File: src/rtl/tiny_eth_rx_deser_if.sv
// Serial-line input and byte-stream output bundle of the tiny_eth receive deserializer.
// master drives the line (PHY side / bench), slave is the deserializer.
interface tiny_eth_rx_deser_if #(
    parameter int LEN_W = 11
);
    logic             serial_in;
    logic             rx_dv;
    logic [7:0]       byte_data;
    logic             byte_valid;
    logic             sof;
    logic             eof;
    logic             err;
    logic [LEN_W-1:0] frame_len;

    modport master (
        output serial_in, rx_dv,
        input  byte_data, byte_valid, sof, eof, err, frame_len
    );

    modport slave (
        input  serial_in, rx_dv,
        output byte_data, byte_valid, sof, eof, err, frame_len
    );
endinterface

File: src/rtl/tiny_eth_rx_deser.sv
// Receive deserializer: locks onto preamble+SFD, assembles LSB-first bytes,
// marks frame start/end and flags dribble, empty and oversize frames.
module tiny_eth_rx_deser #(
    parameter int MIN_PRE_BITS = 15,
    parameter int MAX_BYTES    = 1518,
    parameter int LEN_W        = $clog2(MAX_BYTES + 1)
) (
    input logic                rx_clk,
    input logic                rst,
    tiny_eth_rx_deser_if.slave rx
);
    localparam int ALT_W = $clog2(MIN_PRE_BITS + 1);
    localparam logic [ALT_W-1:0] MIN_L = ALT_W'(MIN_PRE_BITS);
    localparam logic [LEN_W-1:0] MAX_L = LEN_W'(MAX_BYTES);

    typedef enum logic [1:0] {IDLE, PREAMBLE, DATA, DROP} state_e;

    state_e           state_q, state_d;
    logic             prev_q, prev_d;
    logic [ALT_W-1:0] alt_q, alt_d;
    logic [2:0]       bit_q, bit_d;
    logic [7:0]       shreg_q, shreg_d;
    logic [LEN_W-1:0] cnt_q, cnt_d;
    logic [7:0]       data_q, data_d;
    logic             bv_q, bv_d;
    logic             sof_q, sof_d;
    logic             eof_q, eof_d;
    logic             err_q, err_d;
    logic [LEN_W-1:0] len_q, len_d;

    always_comb begin
        state_d = state_q;
        prev_d  = prev_q;
        alt_d   = alt_q;
        bit_d   = bit_q;
        shreg_d = shreg_q;
        cnt_d   = cnt_q;
        data_d  = data_q;
        len_d   = len_q;
        bv_d    = 1'b0;
        sof_d   = 1'b0;
        eof_d   = 1'b0;
        err_d   = 1'b0;
        case (state_q)
            IDLE: begin
                if (rx.rx_dv && rx.serial_in) begin
                    state_d = PREAMBLE;
                    alt_d   = ALT_W'(1);
                    prev_d  = 1'b1;
                end
            end
            PREAMBLE: begin
                if (!rx.rx_dv) begin
                    state_d = IDLE;
                end else if (rx.serial_in != prev_q) begin
                    alt_d  = (alt_q == MIN_L) ? alt_q : alt_q + 1'b1;
                    prev_d = rx.serial_in;
                end else if (rx.serial_in && alt_q >= MIN_L) begin
                    state_d = DATA;
                    bit_d   = 3'd0;
                    cnt_d   = '0;
                end else begin
                    state_d = DROP;
                end
            end
            DATA: begin
                if (!rx.rx_dv) begin
                    // Leftover bits or no bytes at all make the frame malformed
                    state_d = IDLE;
                    eof_d   = 1'b1;
                    len_d   = cnt_q;
                    err_d   = (bit_q != 3'd0) || (cnt_q == '0);
                end else begin
                    shreg_d = {rx.serial_in, shreg_q[7:1]};
                    bit_d   = bit_q + 3'd1;
                    if (bit_q == 3'd7) begin
                        if (cnt_q < MAX_L) begin
                            data_d = {rx.serial_in, shreg_q[7:1]};
                            bv_d   = 1'b1;
                            sof_d  = (cnt_q == '0);
                            cnt_d  = cnt_q + 1'b1;
                            len_d  = cnt_q + 1'b1;
                        end else begin
                            // Oversize: report now, swallow the rest of the frame
                            state_d = DROP;
                            eof_d   = 1'b1;
                            err_d   = 1'b1;
                            len_d   = MAX_L;
                        end
                    end
                end
            end
            DROP: begin
                if (!rx.rx_dv) state_d = IDLE;
            end
            default: state_d = IDLE;
        endcase
    end

    always_ff @(posedge rx_clk) begin
        if (rst) begin
            state_q <= IDLE;
            prev_q  <= 1'b0;
            alt_q   <= '0;
            bit_q   <= 3'd0;
            shreg_q <= 8'd0;
            cnt_q   <= '0;
            data_q  <= 8'd0;
            bv_q    <= 1'b0;
            sof_q   <= 1'b0;
            eof_q   <= 1'b0;
            err_q   <= 1'b0;
            len_q   <= '0;
        end else begin
            state_q <= state_d;
            prev_q  <= prev_d;
            alt_q   <= alt_d;
            bit_q   <= bit_d;
            shreg_q <= shreg_d;
            cnt_q   <= cnt_d;
            data_q  <= data_d;
            bv_q    <= bv_d;
            sof_q   <= sof_d;
            eof_q   <= eof_d;
            err_q   <= err_d;
            len_q   <= len_d;
        end
    end

    assign rx.byte_data  = data_q;
    assign rx.byte_valid = bv_q;
    assign rx.sof        = sof_q;
    assign rx.eof        = eof_q;
    assign rx.err        = err_q;
    assign rx.frame_len  = len_q;
endmodule
File: src/flat_wrapper.sv
// flat-port wrapper written by rule: the top's interface ports become plain ports
module tiny_eth_rx_deser_flat 
#(
    parameter int MIN_PRE_BITS = 15,
    parameter int MAX_BYTES    = 1518,
    parameter int LEN_W        = $clog2(MAX_BYTES + 1)
)
  (rx_clk, rst, rx_serial_in, rx_rx_dv, rx_byte_data, rx_byte_valid, rx_sof, rx_eof, rx_err, rx_frame_len);
  tiny_eth_rx_deser_if #(.LEN_W(LEN_W)) rx_i ();
  input logic rx_clk;
  input logic rst;
  input wire logic [$bits(rx_i.serial_in)-1:0] rx_serial_in;
  input wire logic [$bits(rx_i.rx_dv)-1:0] rx_rx_dv;
  output wire logic [$bits(rx_i.byte_data)-1:0] rx_byte_data;
  output wire logic [$bits(rx_i.byte_valid)-1:0] rx_byte_valid;
  output wire logic [$bits(rx_i.sof)-1:0] rx_sof;
  output wire logic [$bits(rx_i.eof)-1:0] rx_eof;
  output wire logic [$bits(rx_i.err)-1:0] rx_err;
  output wire logic [$bits(rx_i.frame_len)-1:0] rx_frame_len;
  assign rx_i.serial_in = rx_serial_in;
  assign rx_i.rx_dv = rx_rx_dv;
  assign rx_byte_data = rx_i.byte_data;
  assign rx_byte_valid = rx_i.byte_valid;
  assign rx_sof = rx_i.sof;
  assign rx_eof = rx_i.eof;
  assign rx_err = rx_i.err;
  assign rx_frame_len = rx_i.frame_len;
  tiny_eth_rx_deser #(.MIN_PRE_BITS(MIN_PRE_BITS), .MAX_BYTES(MAX_BYTES), .LEN_W(LEN_W)) u_core (.rx_clk(rx_clk), .rst(rst), .rx(rx_i));
endmodule
File: config.mk
export PLATFORM = sky130hd
export DESIGN_NAME = tiny_eth_rx_deser_flat
export DESIGN_NICKNAME = d
export VERILOG_FILES = /design/src/rtl/tiny_eth_rx_deser_if.sv /design/src/rtl/tiny_eth_rx_deser.sv /design/src/flat_wrapper.sv
export SDC_FILE = /design/constraint.sdc
export NUM_CORES = 1
export LEC_CHECK = 0
export BUFFER_PORTS_ARGS = -buffer_cell sky130_fd_sc_hd__buf_2
export CAP_MARGIN = 20
export CORE_ASPECT_RATIO = 1.75
export CORE_MARGIN = 2
export CORE_UTILIZATION = 50
export DETAILED_ROUTE_END_ITERATION = 10
export GPL_TIMING_DRIVEN = 0
export PLACE_DENSITY_LB_ADDON = 0.15
export SLEW_MARGIN = 20
export SYNTH_ARGS = -nofsm -noshare
export SYNTH_HDL_FRONTEND = slang
export SYNTH_SLANG_ARGS = --single-unit
File: constraint.sdc
create_clock -name rx_clk -period 5.7 [get_ports rx_clk]
set_clock_uncertainty 0.15 [all_clocks]
set_input_delay 1.71 -clock rx_clk [delete_from_list [all_inputs] [get_ports rx_clk]]
set_output_delay 1.71 -clock rx_clk [all_outputs]
set_load 0.005 [all_outputs]
After elaboration in Yosys (flattened, before gate mapping)
Index checks and enable logic that the tools add are counted.

Multipliers: 0. $lt $le $gt $ge: 2. Eq/ne operators: 20. Bitwise gates (word level): 4. Shift operators: 0. Add/subtract/negate cells: 3. Div/mod/pow operators: 0. Reduce and logical (&&, ||, !) cells: 19. Mux-type cells: 38.

Operators with widths (number): 11-bit 2-to-1 mux (9); 11-bit case mux with 2 select lines (1); 4-bit 2-to-1 mux (4); 5-bit AND reduction (3); 2-bit 2-to-1 mux (7); 3-bit 2-to-1 mux (4); 2-bit by 1-bit inequality test with 1-bit output (second input constant) (6); 11-bit by 1-bit adder with 11-bit output (second input constant) (1); 11-bit zero test (1); 11-bit less-than comparator (second input constant) (1); 2-bit inequality test (second input constant) (5); 1-bit 2-to-1 mux (9); 2-bit case mux with 4 select lines (1); 4-bit case mux with 2 select lines (1); 4-bit AND reduction (2); 7-bit AND reduction (1); 3-bit inequality test (second input constant) (2); 3-bit case mux with 2 select lines (1); 5-bit OR reduction (1); 4-bit by 1-bit adder with 4-bit output (second input constant) (1); 2-bit == test (second input constant) (2); 4-bit == test (second input constant) (1); 4-bit greater-or-equal comparator (second input constant) (1); 1-bit inverter (4); 14 further kinds (17).

Register bits after elaboration: 52. Memories kept: 0. Output and inout port bits: 23. Input bits: 4. ROM bits: 0. Bits in writable memories: 0. Latch bits: 0. Logic and storage cells: 98.

Longest topological paths before layout
Gate-level depths: netlist of run 1.

Depth after elaboration: 6. Depth in mapped cells: 8. Mapped depth without buffers: 6.

Least setup slack after synthesis of run 1
Ideal clock, no wire load.

Path kind: in2reg. Start point: in rx_rx_dv. End point: reg u_core.cnt_q[9]. Arrival: 3.044 ns. Cell stages on the path: 6. Path slack: 2.432 ns. Library setup time: 0.074 ns. Cell sequence: buf_2 nand3b_1 a311o_1 buf_6 or4_1 o21ai_0.

Word-level cells in the longest chain between the ends: 2. Elaborated cells between the ends (all ways): 3. Those cells by class: eq/ne: 2; reduce/logical: 1.

RTL lines: start: declaration (line flat_wrapper.sv:13) `input wire logic [$bits(rx_i.rx_dv)-1:0] rx_rx_dv;`; 2-bit inequality test (no source line); 7-bit AND reduction (no source line) (*); end signal: assignment (line tiny_eth_rx_deser.sv:120) `cnt_q <= cnt_d;`; end: declaration (line tiny_eth_rx_deser.sv:23) `logic [LEN_W-1:0] cnt_q, cnt_d;`.

Mark *: on every way between the ends. The rest lies on a longest branch, timed or not. A chain may end at the register's enable or synchronous reset.

Worst setup path after layout of run 1
Start point: in rx_rx_dv. End point: reg u_core.cnt_q[4].

The elaborated chain is that of the path after synthesis.

==> results of run 1 <==
==> power by group through the flow <==
| stage | Sequential [W] | Combinational [W] | Clock [W] |
|---|---|---|---|
| floorplan | 0.000369 | 0.0000225 | 0 |
| global placement | 0.000369 | 0.0000314 | 0 |
| detailed placement | 0.000369 | 0.0000319 | 0 |
| CTS | 0.000361 | 0.0000321 | 0.000255 |
| global route | 0.000361 | 0.0000360 | 0.000266 |
| finish | 0.000361 | 0.0000324 | 0.000250 |
==> metrics by stage <==
stage / total power (W) / hold WS [ns] / instances / cell area [um^2]
floorplan: 0.000391 / 0.282 / 308 / 2490
global placement: 0.000400 / 0.290 / 386 / 2680
detailed placement: 0.000401 / 0.293 / 386 / 2680
CTS: 0.000647 / 0.311 / 393 / 2790
global route: 0.000663 / 0.327 / 393 / 2790
finish: 0.000643 / 0.308 / 393 / 2790
==> flip-flops by register name, summed over array words and instances, names as in the netlist <==
register              count
u_core.cnt_q             11
u_core.rx.frame_len      11
u_core.rx.byte_data       8
u_core.shreg_q            7
u_core.alt_q              4
u_core.bit_q              3
u_core.state_q            2
u_core.prev_q             1
u_core.rx.byte_valid      1
u_core.rx.eof             1
u_core.rx.err             1
u_core.rx.sof             1
==> metal layers <==
layer | global-route usage (%) | vias up | share of wire (%)
met2 | 42.9 | 69 | 52
met4 | 12.2 | 0 | 3.8
met1 | 26.6 | 1130 | 41
met5 | 0 | - | 0
met3 | 3.73 | 20 | 3.4
li1 | - | 1182 | -
==> critical path: stages <==
cell and delay (ns):
buf_2 0.21, nand3b_1 0.33, a311oi_1 0.65, buf_2 0.36, nand3_1 0.10, o311ai_0 0.15
==> kinds of logic after synthesis <==
| group | Yosys count |
|---|---|
| buffers and inverters | 41 |
| AOI/OAI and AO/OA | 85 |
| xor gates and xnor gates | 1 |
| adders and majority gates | 6 |
| and+or+nand+nor | 119 |
| DFF | 51 |
| muxes | 5 |
==> Yosys cell counts, types with 3 or more instances <==
| library cell | instances | area [um^2] |
|---|---|---|
| mux2i_1 | 5 | 50.1 |
| a211oi_1 | 4 | 30.0 |
| nor2_1 | 16 | 60.1 |
| inv_1 | 14 | 52.6 |
| clkbuf_1 | 20 | 75.1 |
| and3_1 | 5 | 31.3 |
| and4_1 | 4 | 35.0 |
| o311ai_0 | 3 | 26.3 |
| nand2_1 | 48 | 180 |
| o31ai_1 | 3 | 22.5 |
| dfxtp_1 | 51 | 1020 |
| nand3_1 | 12 | 60.1 |
| a311oi_1 | 4 | 35.0 |
| a31oi_1 | 4 | 25.0 |
| nor3_1 | 8 | 40.0 |
| a32o_1 | 4 | 40.0 |
| buf_2 | 4 | 20.0 |
| a221oi_1 | 4 | 35.0 |
| a21oi_1 | 26 | 130 |
| or4_1 | 3 | 22.5 |
| a22o_1 | 4 | 35.0 |
| o21ai_0 | 13 | 65.1 |
| nand4_1 | 9 | 56.3 |
| ha_1 | 6 | 75.1 |
==> path summary, 6_finish.rpt <==
check | endpoint
setup / recovery | u_core.cnt_q[4]
hold / removal | u_core.rx.byte_data[7]
setup reg to reg | u_core.cnt_q[4]
hold reg to reg | u_core.rx.byte_data[7]
==> cell type report <==
type / count / area [um^2]
inverters: 14 / 52.6
clock buffers: 5 / 68.8
clock inverters: 2 / 37.5
plain buffers: 27 / 121
well taps: 54 / 67.6
fillers: 479 / 2100
repair buffers: 24 / 120
multi-input cells: 216 / 1300
flip-flops and latches: 51 / 1020
==> flow_summary.ini, run 1 <==
[timing]
finalHoldViolCount = 0
setup_violations = 0
finalWorstSetupSlack_ns = 2.22
timing.final.crit_share_pct = 61.1
timing.final.crit_period_ns = 3.48
fin_setup_tns_ns = 0
worstMarginPinSlew_ns = 0.922
slew_headroom_pct = 38.1
rsz0062_at_grt = no
slew_viol_final = 0
max_freq_mhz = 287

[synthesis]
ys_ff_latch = 51
synth_compound_gate_area_share_pct = 23.4
synth-main-ff-cell = dfxtp_1
syn_nets = 318
synth_edf_count = 0
yosys.area_share.adder_pct = 3.01
netlist_area_mm2 = 0.00249
synth_cell_type_count = 47
async_flop_share_pct = 0
synth-simple-area-share_pct = 23.3
avgSynthCellArea_um2 = 8.10
synth.mux.area_fraction_pct = 2.01
ys.warnings.count = 0
syn_inst = 308
ys_seq_area_share_pct = 40.9
synth_top_family_by_area = compound AO/OA/AOI/OAI gates
synthXorXnorAreaFrac_pct = 0.351

[critical_path]
cp-end-kind = register
cp_max_fo = 10
timing.rr.start = u_core.cnt_q[7]
startpoint_type = input port
reg2reg_slack_ns = 3.32
criticalPathCategory = input port to register
crit_start = rx_rx_dv
r2r_cells = 6
crit_required_ns = 5.73
worstPathArrival_ns = 3.51

[floorplan]
io_pins = 27
die_w_um = 57.4
start_util_pct = 51.0
core_area_mm2 = 0.00489
row_count = 34
die_h_um = 97.4
die-area_mm2 = 0.00559

[power]
pwr-share-comb_pct = 5.0
switching_share_pct = 22.8
p_int_w = 0.000497
ir_worst_vdd_v = 0.000263
p_per_area_mw_per_mm2 = 230
clkPwrFrac_pct = 38.9
p_sw_w = 0.000146
power_frac_seq_pct = 56.1
p_leak_nw = 1.06

[final_layout]
fin_util_pct = 57.1
drive_gt1_share_pct = 11.2
areaGrowthSynthToFinish_pct = 12.0
final_common_cell = dfxtp_1
final_nets = 349
antennaDiodeCount = 0
layout_common_cells = 51 x dfxtp_1, 48 x nand2_1, 28 x buf_2

[grt]
grt_max_degree = 16
grtUsageTotal_pct = 24.1
grt_pass1_vias = 2231
grt_overflow_total = 0
antenna_found_initial = 0
grt_pass1_wl_mm = 10.6

[clocking]
cts_hold_buffers = 0
cts_resized = 0
insertion_delay_ns = 0.31
post_cts_buffers = 0
clkTransAtPathRegs_ns = 0.09
htree_levels = 2
cts_sinks = 51
cts_tree = yes
numCtsBuffers = 5
clockRootBuffer = clkbuf_8
cts_max_path_buffers = 2

[place]
io_buffers = 24
post-place-ws_ns = 1.98
dp_hpwl_mm = 4.69
gp_congestion = 0.871

[drt]
drt-initial-drc-count = 90
drtAntennaViolNets = 0
drcViolationCount = 0
drt_wl_total_mm = 6.52
dr.pass1.iters = 4
viasPerCell = 6.11
wl_per_cell_um = 16.6
via_count = 2401

[min_path]
hold_depth = 2
hold_start = u_core.rx.byte_data[7]
hold_path_class = register to register

[job]
drv_cap = 0

[outcome]
outcome = complete, no violations
(Power assumes the default switching activity.)
==> run 2, diff against run 1 <==
--- a/config.mk
+++ b/config.mk
@@ -5,6 +5,7 @@
 export SDC_FILE = /design/constraint.sdc
 export NUM_CORES = 1
 export LEC_CHECK = 0
+export ABC_AREA = 1
 export BUFFER_PORTS_ARGS = -buffer_cell sky130_fd_sc_hd__buf_2
 export CAP_MARGIN = 20
 export CORE_ASPECT_RATIO = 1.75
==> constraint.sdc (replaced) <==
create_clock -name rx_clk -period 3.6 [get_ports rx_clk]
set_clock_uncertainty 0.15 [all_clocks]
set_input_delay 1.08 -clock rx_clk [delete_from_list [all_inputs] [get_ports rx_clk]]
set_output_delay 1.08 -clock rx_clk [all_outputs]
set_load 0.005 [all_outputs]
==> run 2 against run 1 <==
Against the previous run: total power grew to 2.8 times the previous value; core utilization rose by 0.88 points; critical path depth rose by 5; sequential share of layout area fell by 1.2 points; worst hold slack gained 0.0066 ns.
==> flow_summary.ini, run 2 <==
[outcome]
outcome = complete, no violations

[drt]
wl_per_cell_um = 14.1
dr.pass1.iters = 5
drtAntennaViolNets = 0
viasPerCell = 5.46
drcViolationCount = 0
drt_wl_total_mm = 6.76
via_count = 2627
drt-initial-drc-count = 141

[clocking]
htree_levels = 2
cts_hold_buffers = 0
clkTransAtPathRegs_ns = 0.09
cts_resized = 0
insertion_delay_ns = 0.31
cts_sinks = 51
cts_tree = yes
numCtsBuffers = 5
clockRootBuffer = clkbuf_8
cts_max_path_buffers = 2
post_cts_buffers = 0

[timing]
finalHoldViolCount = 0
slew_viol_final = 0
timing.final.crit_period_ns = 2.24
rsz0062_at_grt = no
worstMarginPinSlew_ns = 0.521
max_freq_mhz = 446
fin_setup_tns_ns = 0
setup_violations = 0
holdWs_ns = 0.314
timing.final.crit_share_pct = 62.3
slew_headroom_pct = 65.3

[place]
io_buffers = 26
dp_hpwl_mm = 5.08
gp_congestion = 0.916

[power]
clkPwrFrac_pct = 17.8
pwr-share-comb_pct = 41.7
p_sw_w = 0.000785
p_leak_nw = 1.34
switching_share_pct = 42.9
power_frac_seq_pct = 40.4
ir_worst_vdd_v = 0.000402
p_per_area_mw_per_mm2 = 634
p_int_w = 0.00105

[final_layout]
antennaDiodeCount = 0
num-fill-cells = 512
seq_area_mm2 = 0.00102
drive_gt1_share_pct = 14.3
multi_input_area_mm2 = 0.00135
final_common_cell = nand2_1
areaGrowthSynthToFinish_pct = 10.8
final_nets = 437
layout_common_cells = 117 x nand2_1, 51 x dfxtp_1, 37 x nand3_1

[grt]
grt_pass1_vias = 2586
grt_overflow_total = 0
grt_max_degree = 16
grt_pass1_wl_mm = 11.4
grtUsageTotal_pct = 25.3
antenna_found_initial = 0

[synthesis]
synth_cell_type_count = 30
syn_inst = 394
synth_edf_count = 0
ys.warnings.count = 0
synth_top_area_cell = dfxtp_1
avgSynthCellArea_um2 = 6.61
synth-main-ff-cell = dfxtp_1
async_flop_share_pct = 0
netlist_area_mm2 = 0.00260
ys_seq_area_share_pct = 39.2
syn_nets = 404
synth_top_cell_area_share_pct = 39.2
ys_ff_latch = 51
ys_top_cells_by_area = dfxtp_1 39%, nand2_1 17%, nand3_1 7.1%
synthTopCellsByCount = 117 x nand2_1, 51 x dfxtp_1, 37 x nand3_1
synthMostInstantiatedCell = nand2_1

[critical_path]
cp-end-kind = register
reg2reg_slack_ns = 1.58
crit_path_end = u_core.cnt_q[2]
r2r_cells = 10
cp_max_fo = 10
worstPathArrival_ns = 2.31
crit_required_ns = 3.67
r2r_end = u_core.cnt_q[10]
startpoint_type = input port
criticalPathCategory = input port to register
crit_start = rx_rx_dv
timing.rr.start = u_core.cnt_q[7]

[floorplan]
io_pins = 27
die-area_mm2 = 0.00583
row_count = 34
core_area_mm2 = 0.00498
die_w_um = 58.6
die_h_um = 99.5
start_util_pct = 52.3

[min_path]
hold_path_class = register to register
hold_depth = 2

[job]
drv_cap = 0
[run 2: power by group through the flow]
stage	registers [W]	logic (W)	clock network [W]
global route	0.000753	0.000869	0.000351
floorplan	0.000734	0.000562	0
global placement	0.000750	0.000741	0
detailed placement	0.000751	0.000750	0
CTS	0.000739	0.000753	0.000330
finish	0.000740	0.000763	0.000326
[run 2: worst max-delay path, cell delays in order]
cell and delay, ns:
buf_2 0.12, nand2_1 0.06, clkinv_1 0.07, nand2_1 0.09, nand2_1 0.10, inv_2 0.05, nor2_4 0.17, buf_2 0.29
nand4_1 0.13, nand2_1 0.10, nor2_1 0.04
[run 2: how the worst min path moves through the flow]
stage	start	endpoint	slack, ns
6_report	u_core.alt_q[2]	u_core.alt_q[2]	0.31
5_1_grt	u_core.rx.byte_data[3]	u_core.rx.byte_data[3]	0.34
4_1_cts	u_core.alt_q[2]	u_core.alt_q[2]	0.32
3_5_place_dp	u_core.rx.byte_data[7]	u_core.rx.byte_data[7]	0.30
3_3_place_gp	u_core.rx.byte_data[7]	u_core.rx.byte_data[7]	0.30
2_1_floorplan	u_core.alt_q[2]	u_core.alt_q[2]	0.29
[run 2: stage by stage]
step	setup WS (ns)	total power (W)	utilization, %	area (um^2)	cells
3_5_place_dp	1.03	0.00150	56.3	2800	474
3_3_place_gp	1.05	0.00149	56.3	2800	474
2_1_floorplan	1.41	0.00130	-	2610	394
4_1_cts	1.36	0.00182	58.0	2890	481
6_report	1.36	0.00183	58.0	2890	481
5_1_grt	1.21	0.00197	58.0	2890	481
[run 2: area by class of cell]
type | instances | share of cell area, %
buffer | 15 | 2.52
sequential | 51 | 35.4
inverter | 43 | 5.64
clock buffer | 5 | 2.39
timing repair buffer | 26 | 4.51
multi-input combinational | 285 | 46.7
clock inverter | 2 | 0.477
tap | 54 | 2.34
[run 2: cells by family after synthesis]
logic type | count (synthesis) | share of synthesized area, %
flip-flops | 51 | 39.2
AND/OR/NAND/NOR | 214 | 35.5
adder cells (fa/ha/maj) | 6 | 2.88
AO/OA/AOI/OAI | 62 | 12.4
XOR/XNOR | 3 | 1.01
buffers and inverters | 58 | 9.03
[run 2: metal layers]
metal	share of wire (%)	routed length, um	global-route usage (%)
met1	36	2430	25.0
met2	54	3640	46.5
met3	4.4	300	3.38
met4	5.8	393	17.2
met5	0	0	0
